===== config.mk =====
export PLATFORM = sky130hd
export DESIGN_NAME = vga_scan_out
export DESIGN_NICKNAME = d
export VERILOG_FILES = /design/src/rtl/vga_pkg.sv /design/src/rtl/vga_delay_line.sv /design/src/rtl/vga_scan_out.sv
export SDC_FILE = /design/constraint.sdc
export NUM_CORES = 1
export LEC_CHECK = 0
export ABC_AREA = 1
export ABC_CLOCK_PERIOD_IN_PS = 1200
export CORE_UTILIZATION = 44
export DETAILED_ROUTE_END_ITERATION = 10
export HOLD_SLACK_MARGIN = 0.15
export MAX_ROUTING_LAYER = met4
export PLACE_DENSITY = 0.75
export SKIP_CTS_REPAIR_TIMING = 1
export SLEW_MARGIN = 25
export SYNTH_ARGS = -nofsm -noshare
export SYNTH_HDL_FRONTEND = slang
export SYNTH_SLANG_ARGS = --single-unit

===== constraint.sdc =====
create_clock -name clk -period 1.2 [get_ports clk]
set_input_delay 0.12 -clock clk [delete_from_list [all_inputs] [get_ports clk]]
set_output_delay 0.12 -clock clk [all_outputs]
set_load 0.02 [all_outputs]

===== src/rtl/vga_pkg.sv =====
// rtl/vga_pkg.sv - shared VGA timing defaults, colour word layout and scan pipeline types
package vga_pkg;

    // Default 640x480@60 raster (25 MHz-class pixel rate)
    localparam int H_ACTIVE_DEF = 640;
    localparam int H_FP_DEF     = 16;
    localparam int H_SYNC_DEF   = 96;
    localparam int H_BP_DEF     = 48;
    localparam int V_ACTIVE_DEF = 480;
    localparam int V_FP_DEF     = 10;
    localparam int V_SYNC_DEF   = 2;
    localparam int V_BP_DEF     = 33;

    localparam int CNT_W         = 10;
    localparam int CNT_MAX_TOTAL = 1 << CNT_W;

    // Colour word is R3 G3 B2, red in the top bits
    localparam int RGB_W_DEF = 8;
    localparam int R_W       = 3;
    localparam int G_W       = 3;
    localparam int B_W       = 2;
    localparam int R_LSB     = 5;
    localparam int G_LSB     = 2;
    localparam int B_LSB     = 0;

    typedef logic [RGB_W_DEF-1:0] color_t;
    typedef logic [CNT_W-1:0]     coord_t;

    // Raw (polarity-free) per-pixel control travelling alongside the colour request
    typedef struct packed {
        logic valid;
        logic hs;
        logic vs;
    } scan_ctl_t;

    localparam scan_ctl_t SCAN_CTL_IDLE = '{valid: 1'b0, hs: 1'b0, vs: 1'b0};

    function automatic color_t pack_rgb(input logic [R_W-1:0] r,
                                        input logic [G_W-1:0] g,
                                        input logic [B_W-1:0] b);
        return {r, g, b};
    endfunction

    // Half-open window test lo <= cnt < hi, done in int so hi may equal 1024
    function automatic logic in_window(input coord_t cnt, input int lo, input int hi);
        return (int'(cnt) >= lo) && (int'(cnt) < hi);
    endfunction

endpackage


===== src/rtl/vga_delay_line.sv =====
// rtl/vga_delay_line.sv - clock-enabled shift register of configurable depth and width
module vga_delay_line #(
    parameter int               DEPTH   = 2,
    parameter int               WIDTH   = 3,
    parameter logic [WIDTH-1:0] RST_VAL = '0
) (
    input  logic             clk_i,
    input  logic             rst_i,
    input  logic             ce_i,
    input  logic [WIDTH-1:0] d_i,
    output logic [WIDTH-1:0] q_o
);

    logic [WIDTH-1:0] stage_q [DEPTH];

    always_ff @(posedge clk_i) begin
        if (rst_i) begin
            for (int i = 0; i < DEPTH; i++) begin
                stage_q[i] <= RST_VAL;
            end
        end else if (ce_i) begin
            stage_q[0] <= d_i;
            for (int i = 1; i < DEPTH; i++) begin
                stage_q[i] <= stage_q[i-1];
            end
        end
    end

    assign q_o = stage_q[DEPTH-1];

endmodule


===== src/rtl/vga_scan_out.sv =====
// rtl/vga_scan_out.sv - raster scan, pixel request issue and latency-aligned VGA pin register
module vga_scan_out
    import vga_pkg::*;
#(
    parameter int H_ACTIVE  = H_ACTIVE_DEF,
    parameter int H_FP      = H_FP_DEF,
    parameter int H_SYNC    = H_SYNC_DEF,
    parameter int H_BP      = H_BP_DEF,
    parameter int V_ACTIVE  = V_ACTIVE_DEF,
    parameter int V_FP      = V_FP_DEF,
    parameter int V_SYNC    = V_SYNC_DEF,
    parameter int V_BP      = V_BP_DEF,
    parameter bit SYNC_POL  = 1'b0,
    parameter int COLOR_LAT = 2,
    parameter int RGB_W     = RGB_W_DEF
) (
    input  logic             clk,
    input  logic             rst,
    input  logic             pix_ce,
    output logic [9:0]       req_x,
    output logic [9:0]       req_y,
    output logic             req_valid,
    output logic             frame_start,
    output logic             line_start,
    input  logic [RGB_W-1:0] color_in,
    output logic [RGB_W-1:0] vga_rgb,
    output logic             vga_hsync,
    output logic             vga_vsync
);

    localparam int H_TOTAL  = H_ACTIVE + H_FP + H_SYNC + H_BP;
    localparam int V_TOTAL  = V_ACTIVE + V_FP + V_SYNC + V_BP;
    localparam int HS_START = H_ACTIVE + H_FP;
    localparam int VS_START = V_ACTIVE + V_FP;

    localparam coord_t H_LAST = coord_t'(H_TOTAL - 1);
    localparam coord_t V_LAST = coord_t'(V_TOTAL - 1);

    if (H_TOTAL > CNT_MAX_TOTAL || V_TOTAL > CNT_MAX_TOTAL) begin : g_bad_total
        $error("vga_scan_out: H_TOTAL and V_TOTAL must not exceed 1024");
    end
    if (COLOR_LAT < 1 || COLOR_LAT > 8) begin : g_bad_lat
        $error("vga_scan_out: COLOR_LAT must be in 1..8");
    end

    coord_t h_cnt_q, h_cnt_d;
    coord_t v_cnt_q, v_cnt_d;

    always_comb begin
        h_cnt_d = h_cnt_q;
        v_cnt_d = v_cnt_q;
        if (pix_ce) begin
            if (h_cnt_q == H_LAST) begin
                h_cnt_d = '0;
                v_cnt_d = (v_cnt_q == V_LAST) ? '0 : v_cnt_q + 1'b1;
            end else begin
                h_cnt_d = h_cnt_q + 1'b1;
            end
        end
    end

    always_ff @(posedge clk) begin
        if (rst) begin
            h_cnt_q <= '0;
            v_cnt_q <= '0;
        end else begin
            h_cnt_q <= h_cnt_d;
            v_cnt_q <= v_cnt_d;
        end
    end

    // Request stage and raw timing, all straight off the counters
    logic      active;
    scan_ctl_t ctl_raw;
    scan_ctl_t ctl_dly;

    assign active  = in_window(h_cnt_q, 0, H_ACTIVE) && in_window(v_cnt_q, 0, V_ACTIVE);
    assign ctl_raw = '{valid: active,
                       hs:    in_window(h_cnt_q, HS_START, HS_START + H_SYNC),
                       vs:    in_window(v_cnt_q, VS_START, VS_START + V_SYNC)};

    assign req_x     = h_cnt_q;
    assign req_y     = v_cnt_q;
    assign req_valid = active;

    // Strobes are qualified by the tick itself so a tied-high pix_ce still gives one clk
    assign line_start  = pix_ce && !rst && (h_cnt_q == '0);
    assign frame_start = pix_ce && !rst && (h_cnt_q == '0) && (v_cnt_q == '0);

    vga_delay_line #(
        .DEPTH   (COLOR_LAT),
        .WIDTH   ($bits(scan_ctl_t)),
        .RST_VAL (SCAN_CTL_IDLE)
    ) u_align (
        .clk_i (clk),
        .rst_i (rst),
        .ce_i  (pix_ce),
        .d_i   (ctl_raw),
        .q_o   (ctl_dly)
    );

    logic [RGB_W-1:0] rgb_q, rgb_d;
    logic             hs_q, hs_d;
    logic             vs_q, vs_d;

    always_comb begin
        rgb_d = rgb_q;
        hs_d  = hs_q;
        vs_d  = vs_q;
        if (pix_ce) begin
            rgb_d = ctl_dly.valid ? color_in : '0;
            hs_d  = ctl_dly.hs ? SYNC_POL : ~SYNC_POL;
            vs_d  = ctl_dly.vs ? SYNC_POL : ~SYNC_POL;
        end
    end

    always_ff @(posedge clk) begin
        if (rst) begin
            rgb_q <= '0;
            hs_q  <= ~SYNC_POL;
            vs_q  <= ~SYNC_POL;
        end else begin
            rgb_q <= rgb_d;
            hs_q  <= hs_d;
            vs_q  <= vs_d;
        end
    end

    assign vga_rgb   = rgb_q;
    assign vga_hsync = hs_q;
    assign vga_vsync = vs_q;

endmodule

==> results of run 1 <==
-- cells in the mapped netlist --
| cell | n | area, µm² |
|---|---|---|
| buf_2 | 2 | 10.0 |
| a211oi_1 | 1 | 7.51 |
| nor3_2 | 1 | 10.0 |
| a32o_1 | 8 | 80.1 |
| nand3_1 | 21 | 105 |
| nor3b_2 | 1 | 12.5 |
| edfxtp_1 | 6 | 180 |
| nor2_4 | 2 | 22.5 |
| nor3_1 | 6 | 30.0 |
| o21ai_0 | 3 | 15.0 |
| a21oi_1 | 8 | 40.0 |
| nand3_2 | 3 | 30.0 |
| nor2_1 | 47 | 176 |
| nand2_1 | 41 | 154 |
| o211ai_1 | 1 | 7.51 |
| dfxtp_1 | 30 | 601 |
| buf_4 | 2 | 15.0 |
| buf_1 | 1 | 3.75 |
| nor2_8 | 1 | 20.0 |
| nand2_2 | 2 | 12.5 |
| nor3b_1 | 2 | 15.0 |
| xor2_1 | 2 | 17.5 |
| inv_1 | 34 | 128 |
| ha_1 | 4 | 50.1 |
| inv_2 | 2 | 7.51 |
| nand4_1 | 8 | 50.1 |
| nand2_4 | 2 | 22.5 |
| nor2_2 | 3 | 18.8 |
-- power by group through the flow --
stage,clock (µW),combinational [µW],sequential [µW]
CTS,955,258,1270
finish,941,314,1270
detailed placement,0,256,1300
floorplan,0,98.2,1310
global placement,0,254,1290
global route,1000,336,1270
-- sequential cells by signal (all words and copies together) (netlist names) --
signal,count
req_x,10
req_y,10
vga_rgb,8
u_align.stage_q,6
vga_hsync,1
vga_vsync,1
-- worst paths after layout --
| path | to | slack [ns] | from | cells past startpoint |
|---|---|---|---|---|
| worst max register to register | req_y[8]$_SDFFE_PP0P_ | -0.39 | req_x[0]$_SDFFE_PP0P_ | 10 |
| worst min register to register | vga_hsync$_SDFFE_PP1P_ | 0.42 | u_align.stage_q[0][4]$_SDFFCE_PN0P_ | 1 |
| worst max-delay path | frame_start | -0.41 | req_y[1]$_SDFFE_PP0P_ | 7 |
| worst min-delay path | vga_hsync$_SDFFE_PP1P_ | 0.42 | u_align.stage_q[0][4]$_SDFFCE_PN0P_ | 1 |
-- per-layer routing --
layer | up-vias | GRT usage, % | share of wire (%)
met1 | 984 | 30.6 | 41
met5 | - | - | 0
met2 | 120 | 39.6 | 48
met4 | 0 | 10.1 | 3.1
met3 | 21 | 5.82 | 8.6
li1 | 1015 | - | -
-- kinds of logic after synthesis --
| logic type | count (synthesis) | synth area share, % |
|---|---|---|
| AOI/OAI and AO/OA | 21 | 8.15 |
| DFF | 36 | 42.4 |
| adders and majority gates | 4 | 2.72 |
| xor gates and xnor gates | 2 | 0.951 |
| buffers and inverters | 41 | 8.90 |
| and+or+nand+nor | 140 | 36.9 |
-- layout make-up --
type                    instances  area [µm²]
clock buffers                   8         100
fillers                       222         759
inverters                      36         140
multi-input cells             168        1120
flip-flops and latches         36         802
well taps                      50        62.6
repair buffers                104        1010
-- placed cells by master, fill, tap and decap left out, types with 11 or more instances in the layout --
cell type / instances
inv_1: 30
dlymetal6s2s_1: 28
dfxtp_2: 11
buf_6: 13
nor2_1: 43
nand2_1: 27
buf_4: 49
nand3_1: 14
nand2_2: 15
dfxtp_1: 17
-- per-stage QoR --
stage                     instance area, µm²  setup slack [ns]  setup TNS, ns  power [µW]
after CTS                               2900            -0.871         -12.90        2480
after detailed placement                2800            -0.593         -10.57        1550
final                                   3240            -0.407          -7.20        2530
after global routing                    3240            -0.485          -8.98        2610
after floorplan                         1920           -0.0607         -0.402        1410
after global placement                  2800            -0.564         -10.16        1550
==> flow_summary_export.csv, run 1 <==
group,metric,value,unit
sta,clock.fmax,0.622,GHz
pwr,p_comb_share,12.4,%
pwr,p_seq_share,50.3,%
routing,antenna_left,0,
routing,wl,6.19,mm
status,failed_checks,"setup timing",
routing,avgViaCountPerCell,5.32,
pwr,internal-power,1940,µW
sta,whs,0.421,ns
status,status,"complete, but fails checks",
clocking,cts_tree,"done",
global_routing,overflow,0,
pwr,p_sw,589,µW
setup_path,cpPeakStageDelay,0.33,ns
sta,layout_setup_ws,-0.407,ns
setup_path,crit_buf_inv,2,
min_path,worstHoldPathType,"flop to flop",
sta,slew-limit-headroom,74.1,%
sta,worst_pin_slew,0.385,ns
floorplan,dieHeight,66.7,µm
floorplan,pin_count,44,
sta,setup_viol,23,
logic_synthesis,yosys_register_bits,36,
global_routing,antenna_found_initial,0,
global_routing,grt.total_usage,25.1,%
finish,drive_above_1_share,40.1,%
sta,final.min_clock_period,1.61,ns
logic_synthesis,synth_nets,259,
logic_synthesis,avgSynthCellArea,7.55,µm²
floorplan,die-area,0.00445,mm²
setup_path,worstSetupPathType,"flop to primary output",
setup_path,worst_path_max_delay_cell,"dfxtp_2",
routing,wl_per_cell,15.4,µm
setup_path,start_kind,"flop",
logic_synthesis,synth_cell_type_count,28,
clocking,ctsRootBufferMaster,"clkbuf_8",
global_routing,grt_max_degree,15,
placed_design,place_inst,385,
floorplan,start_util,46.0,%
finish,diodes,0,
pwr,p_leak,0.00183,µW
routing,drcViolationCount,0,
logic_synthesis,synth_warnings,0,
run,drv_cap,0,
setup_path,arrival,1.49,ns
finish,final_nets,366,
placed_design,hpwl,3.78,mm
pwr,powerDensity,780,mW/mm²
setup_path,crit_family,"simple AND/OR/NAND/NOR gates",
logic_synthesis,syn_area,0.00184,mm²
clocking,numCtsBuffers,5,
setup_path,cp_cell_sequence,"inv_1 > ha_1 > nand2_1 > nor2_1 > nand4_1 > nor2_4 > buf_6",
sta,timing.final.crit_share,134,%
floorplan,core_area,0.00400,mm²
placed_design,place_congestion,0.878,
floorplan,chipWidth,66.7,µm
finish,final_cells,402,
global_routing,grt_pass1_wl,7.95,mm
clocking,cts_buffer_depth,2,
setup_path,endpoint_kind,"primary output",
clocking,clock_latency,0.29,ns
sta,skew,0.00579,ns
sta,hold_viol,0,
sta,rsz0062_at_grt,"true",
clocking,clock_sinks,36,
setup_path,required,1.08,ns
logic_synthesis,netlist_instances,244,
clocking,cts_max_level,2,
clocking,cts.clk_slew.worst_paths,0.07,ns
placed_design,io_buffer_count,43,
logic_synthesis,ys_seq_area_share,42.4,%
global_routing,grt_pass1_vias,1792,
sta,slew_violations,0,
floorplan,rows,23,
pwr,switching_share,23.3,%
routing,firstDrtPassIters,5,
pwr,pwr-share-clk,37.2,%
finish,fin_util,81.0,%
routing,drt_first_iter_violations,131,
setup_path,crit_path_max_fanout,2,
routing,via_count,2140,
pwr,irDropWorstVdd,0.551,mV
finish,syn_to_final_growth,76.0,%
No activity file was read; power rests on OpenSTA's default activity.
==> run 2, diff against run 1 <==
--- a/config.mk
+++ b/config.mk
@@ -7,11 +7,14 @@
 export LEC_CHECK = 0
 export ABC_AREA = 1
 export ABC_CLOCK_PERIOD_IN_PS = 1200
-export CORE_UTILIZATION = 44
+export CELL_PAD_IN_SITES_DETAIL_PLACEMENT = 0
+export CELL_PAD_IN_SITES_GLOBAL_PLACEMENT = 2
+export CORE_UTILIZATION = 25
+export CTS_CLUSTER_DIAMETER = 40
 export DETAILED_ROUTE_END_ITERATION = 10
 export HOLD_SLACK_MARGIN = 0.15
 export MAX_ROUTING_LAYER = met4
-export PLACE_DENSITY = 0.75
+export PLACE_DENSITY_LB_ADDON = 0.1
 export SKIP_CTS_REPAIR_TIMING = 1
 export SLEW_MARGIN = 25
 export SYNTH_ARGS = -nofsm -noshare
==> run 2 against run 1 <==
The run still ends with setup timing left. Clock power up 15%. Sequential share of layout area decreased by 1.1 points. Register-to-register slack better by 0.07 ns. First-iteration DRC count shrank 79%. Final cell count grew 14%. Sequential power about the same. Critical path type unchanged. Largest cell class unchanged.
==> flow_summary_export.csv, run 2 (same netlist as run 1, synthesis figures left out) <==
group,metric,value,unit
status,status,"complete, but fails checks",
status,failed_checks,"setup timing",
routing,via_count,1970,
pwr,irDropWorstVdd,0.402,mV
finish,drive_above_1_share,47.4,%
clocking,cts_max_level,2,
setup_path,worst_path_max_delay_cell,"dfxtp_4",
setup_path,crit_path_max_fanout,2,
floorplan,start_util,26.5,%
placed_design,place_congestion,0.777,
setup_path,arrival,1.56,ns
routing,firstDrtPassIters,4,
clocking,cts_tree,"done",
setup_path,cp_cell_sequence,"inv_4 > ha_4 > nand2_2 > nor3_2 > nand4_1 > buf_4 > nor2_4 > buf_6",
global_routing,grt_pass1_wl,8.97,mm
sta,hold_viol,0,
floorplan,rows,30,
global_routing,use_met1,21.8,%
setup_path,crit_buf_inv,3,
sta,final.min_clock_period,1.68,ns
sta,setup_viol,22,
finish,final_cells,459,
sta,rsz0062_at_grt,"true",
placed_design,io_buffer_count,43,
setup_path,required,1.08,ns
floorplan,die-area,0.00771,mm²
run,drv_cap,0,
routing,avgViaCountPerCell,4.29,
setup_path,crit_family,"simple AND/OR/NAND/NOR gates",
placed_design,hpwl,4.38,mm
global_routing,top_usage_layer,"met2",
setup_path,cpPeakStageDelay,0.36,ns
clocking,numCtsBuffers,5,
placed_design,place_inst,438,
sta,worst_pin_slew,0.291,ns
floorplan,core_area,0.00694,mm²
floorplan,chipWidth,87.8,µm
sta,slew_violations,0,
clocking,cts_buffer_depth,2,
pwr,powerDensity,781,mW/mm²
clocking,clock_latency,0.29,ns
global_routing,overflow,0,
global_routing,grt.total_usage,16.1,%
sta,timing.final.crit_share,140,%
floorplan,pin_count,44,
routing,drcViolationCount,0,
pwr,power,2670,µW
routing,wl_per_cell,13.0,µm
sta,layout_setup_ws,-0.480,ns
clocking,clock_sinks,36,
min_path,worstHoldPathType,"input port to flop",
routing,drt_first_iter_violations,28,
finish,final_nets,377,
clocking,cts.clk_slew.worst_paths,0.08,ns
global_routing,grt_max_degree,15,
setup_path,start_kind,"flop",
finish,syn_to_final_growth,85.9,%
clocking,ctsRootBufferMaster,"clkbuf_8",
finish,fill_cells,688,
sta,slew-limit-headroom,80.6,%
finish,layout_commonest_cell,"buf_4",
finish,layout_common_cells,"buf_4 (61), nor2_1 (35), nand2_1 (30), inv_1 (29), dlymetal6s2s_1 (25)",
sta,clock.fmax,0.595,GHz
setup_path,endpoint_kind,"primary output",
routing,wl,5.96,mm
global_routing,use_met3,3.39,%
floorplan,dieHeight,87.8,µm
routing,antenna_left,0,
setup_path,worstSetupPathType,"flop to primary output",
finish,diodes,0,
global_routing,grt_pass1_vias,1798,
sta,skew,0.00370,ns
global_routing,antenna_found_initial,0,
global_routing,gr-usage-met2,24.1,%
pwr,p_leak,0.00183,µW
sta,whs,0.325,ns
==> run 2: through the flow <==
stage / util, % / area [µm²] / setup TNS (ns) / setup slack, ns
finish: 49.3 / 3420 / -5.48 / -0.480
global route: 49.3 / 3420 / -7.30 / -0.536
CTS: 43.3 / 3010 / -14.04 / -0.978
detailed placement: 41.7 / 2900 / -13.37 / -0.655
global placement: 41.7 / 2900 / -13.70 / -0.619
floorplan: - / 1920 / -0.402 / -0.0607
==> run 2: worst reg2reg max path, cell delays in order (launching register included) <==
cell     delay, ns
dfxtp_4       0.37
buf_6         0.11
ha_4          0.17
nand3_4       0.10
nor2_4        0.17
nand2_4       0.11
nor2_8        0.19
nand2_1       0.07
nor2_1        0.09
nor2_1        0.05
==> run 2: layout make-up <==
| class | instances | area [µm²] | area share [%] |
|---|---|---|---|
| multi-input combinational | 168 | 1170 | 34.2 |
| timing repair buffer | 115 | 1070 | 31.3 |
| tap | 96 | 120 | 3.51 |
| inverter | 36 | 140 | 4.09 |
| clock buffer | 5 | 68.8 | 2.01 |
| sequential | 36 | 810 | 23.6 |
| clock inverter | 3 | 42.5 | 1.24 |
==> run 2: where the power goes <==
part	internal, µW	switching, µW
Sequential	1250	17.9
Clock	615	462
Combinational	177	155
Total	2040	635
==> run 2: layer usage <==
| metal | vias up | wire (µm) |
|---|---|---|
| met2 | 32 | 2700 |
| met4 | 0 | 57 |
| met5 | - | 0 |
| met1 | 897 | 2980 |
| li1 | 1036 | - |
| met3 | 5 | 223 |
==> run 2: final timing paths <==
kind / slack [ns] / end / depth (start not counted) / start
setup / recovery: -0.48 / frame_start / 8 / req_x[1]$_SDFFE_PP0P_
hold / removal: 0.32 / req_y[6]$_SDFFE_PP0P_ / 3 / rst
setup reg to reg: -0.32 / req_y[3]$_SDFFE_PP0P_ / 9 / req_x[1]$_SDFFE_PP0P_
hold reg to reg: 0.42 / vga_vsync$_SDFFE_PP1P_ / 1 / u_align.stage_q[0][3]$_SDFFCE_PN0P_
==> run 3, diff against run 2 <==
--- a/config.mk
+++ b/config.mk
@@ -12,6 +12,7 @@
 export CORE_UTILIZATION = 25
 export CTS_CLUSTER_DIAMETER = 40
 export DETAILED_ROUTE_END_ITERATION = 10
+export GPL_ROUTABILITY_DRIVEN = 0
 export HOLD_SLACK_MARGIN = 0.15
 export MAX_ROUTING_LAYER = met4
 export PLACE_DENSITY_LB_ADDON = 0.1
==> results of run 3 <==
Final layout, timing and power as in run 2 (identical DEF).
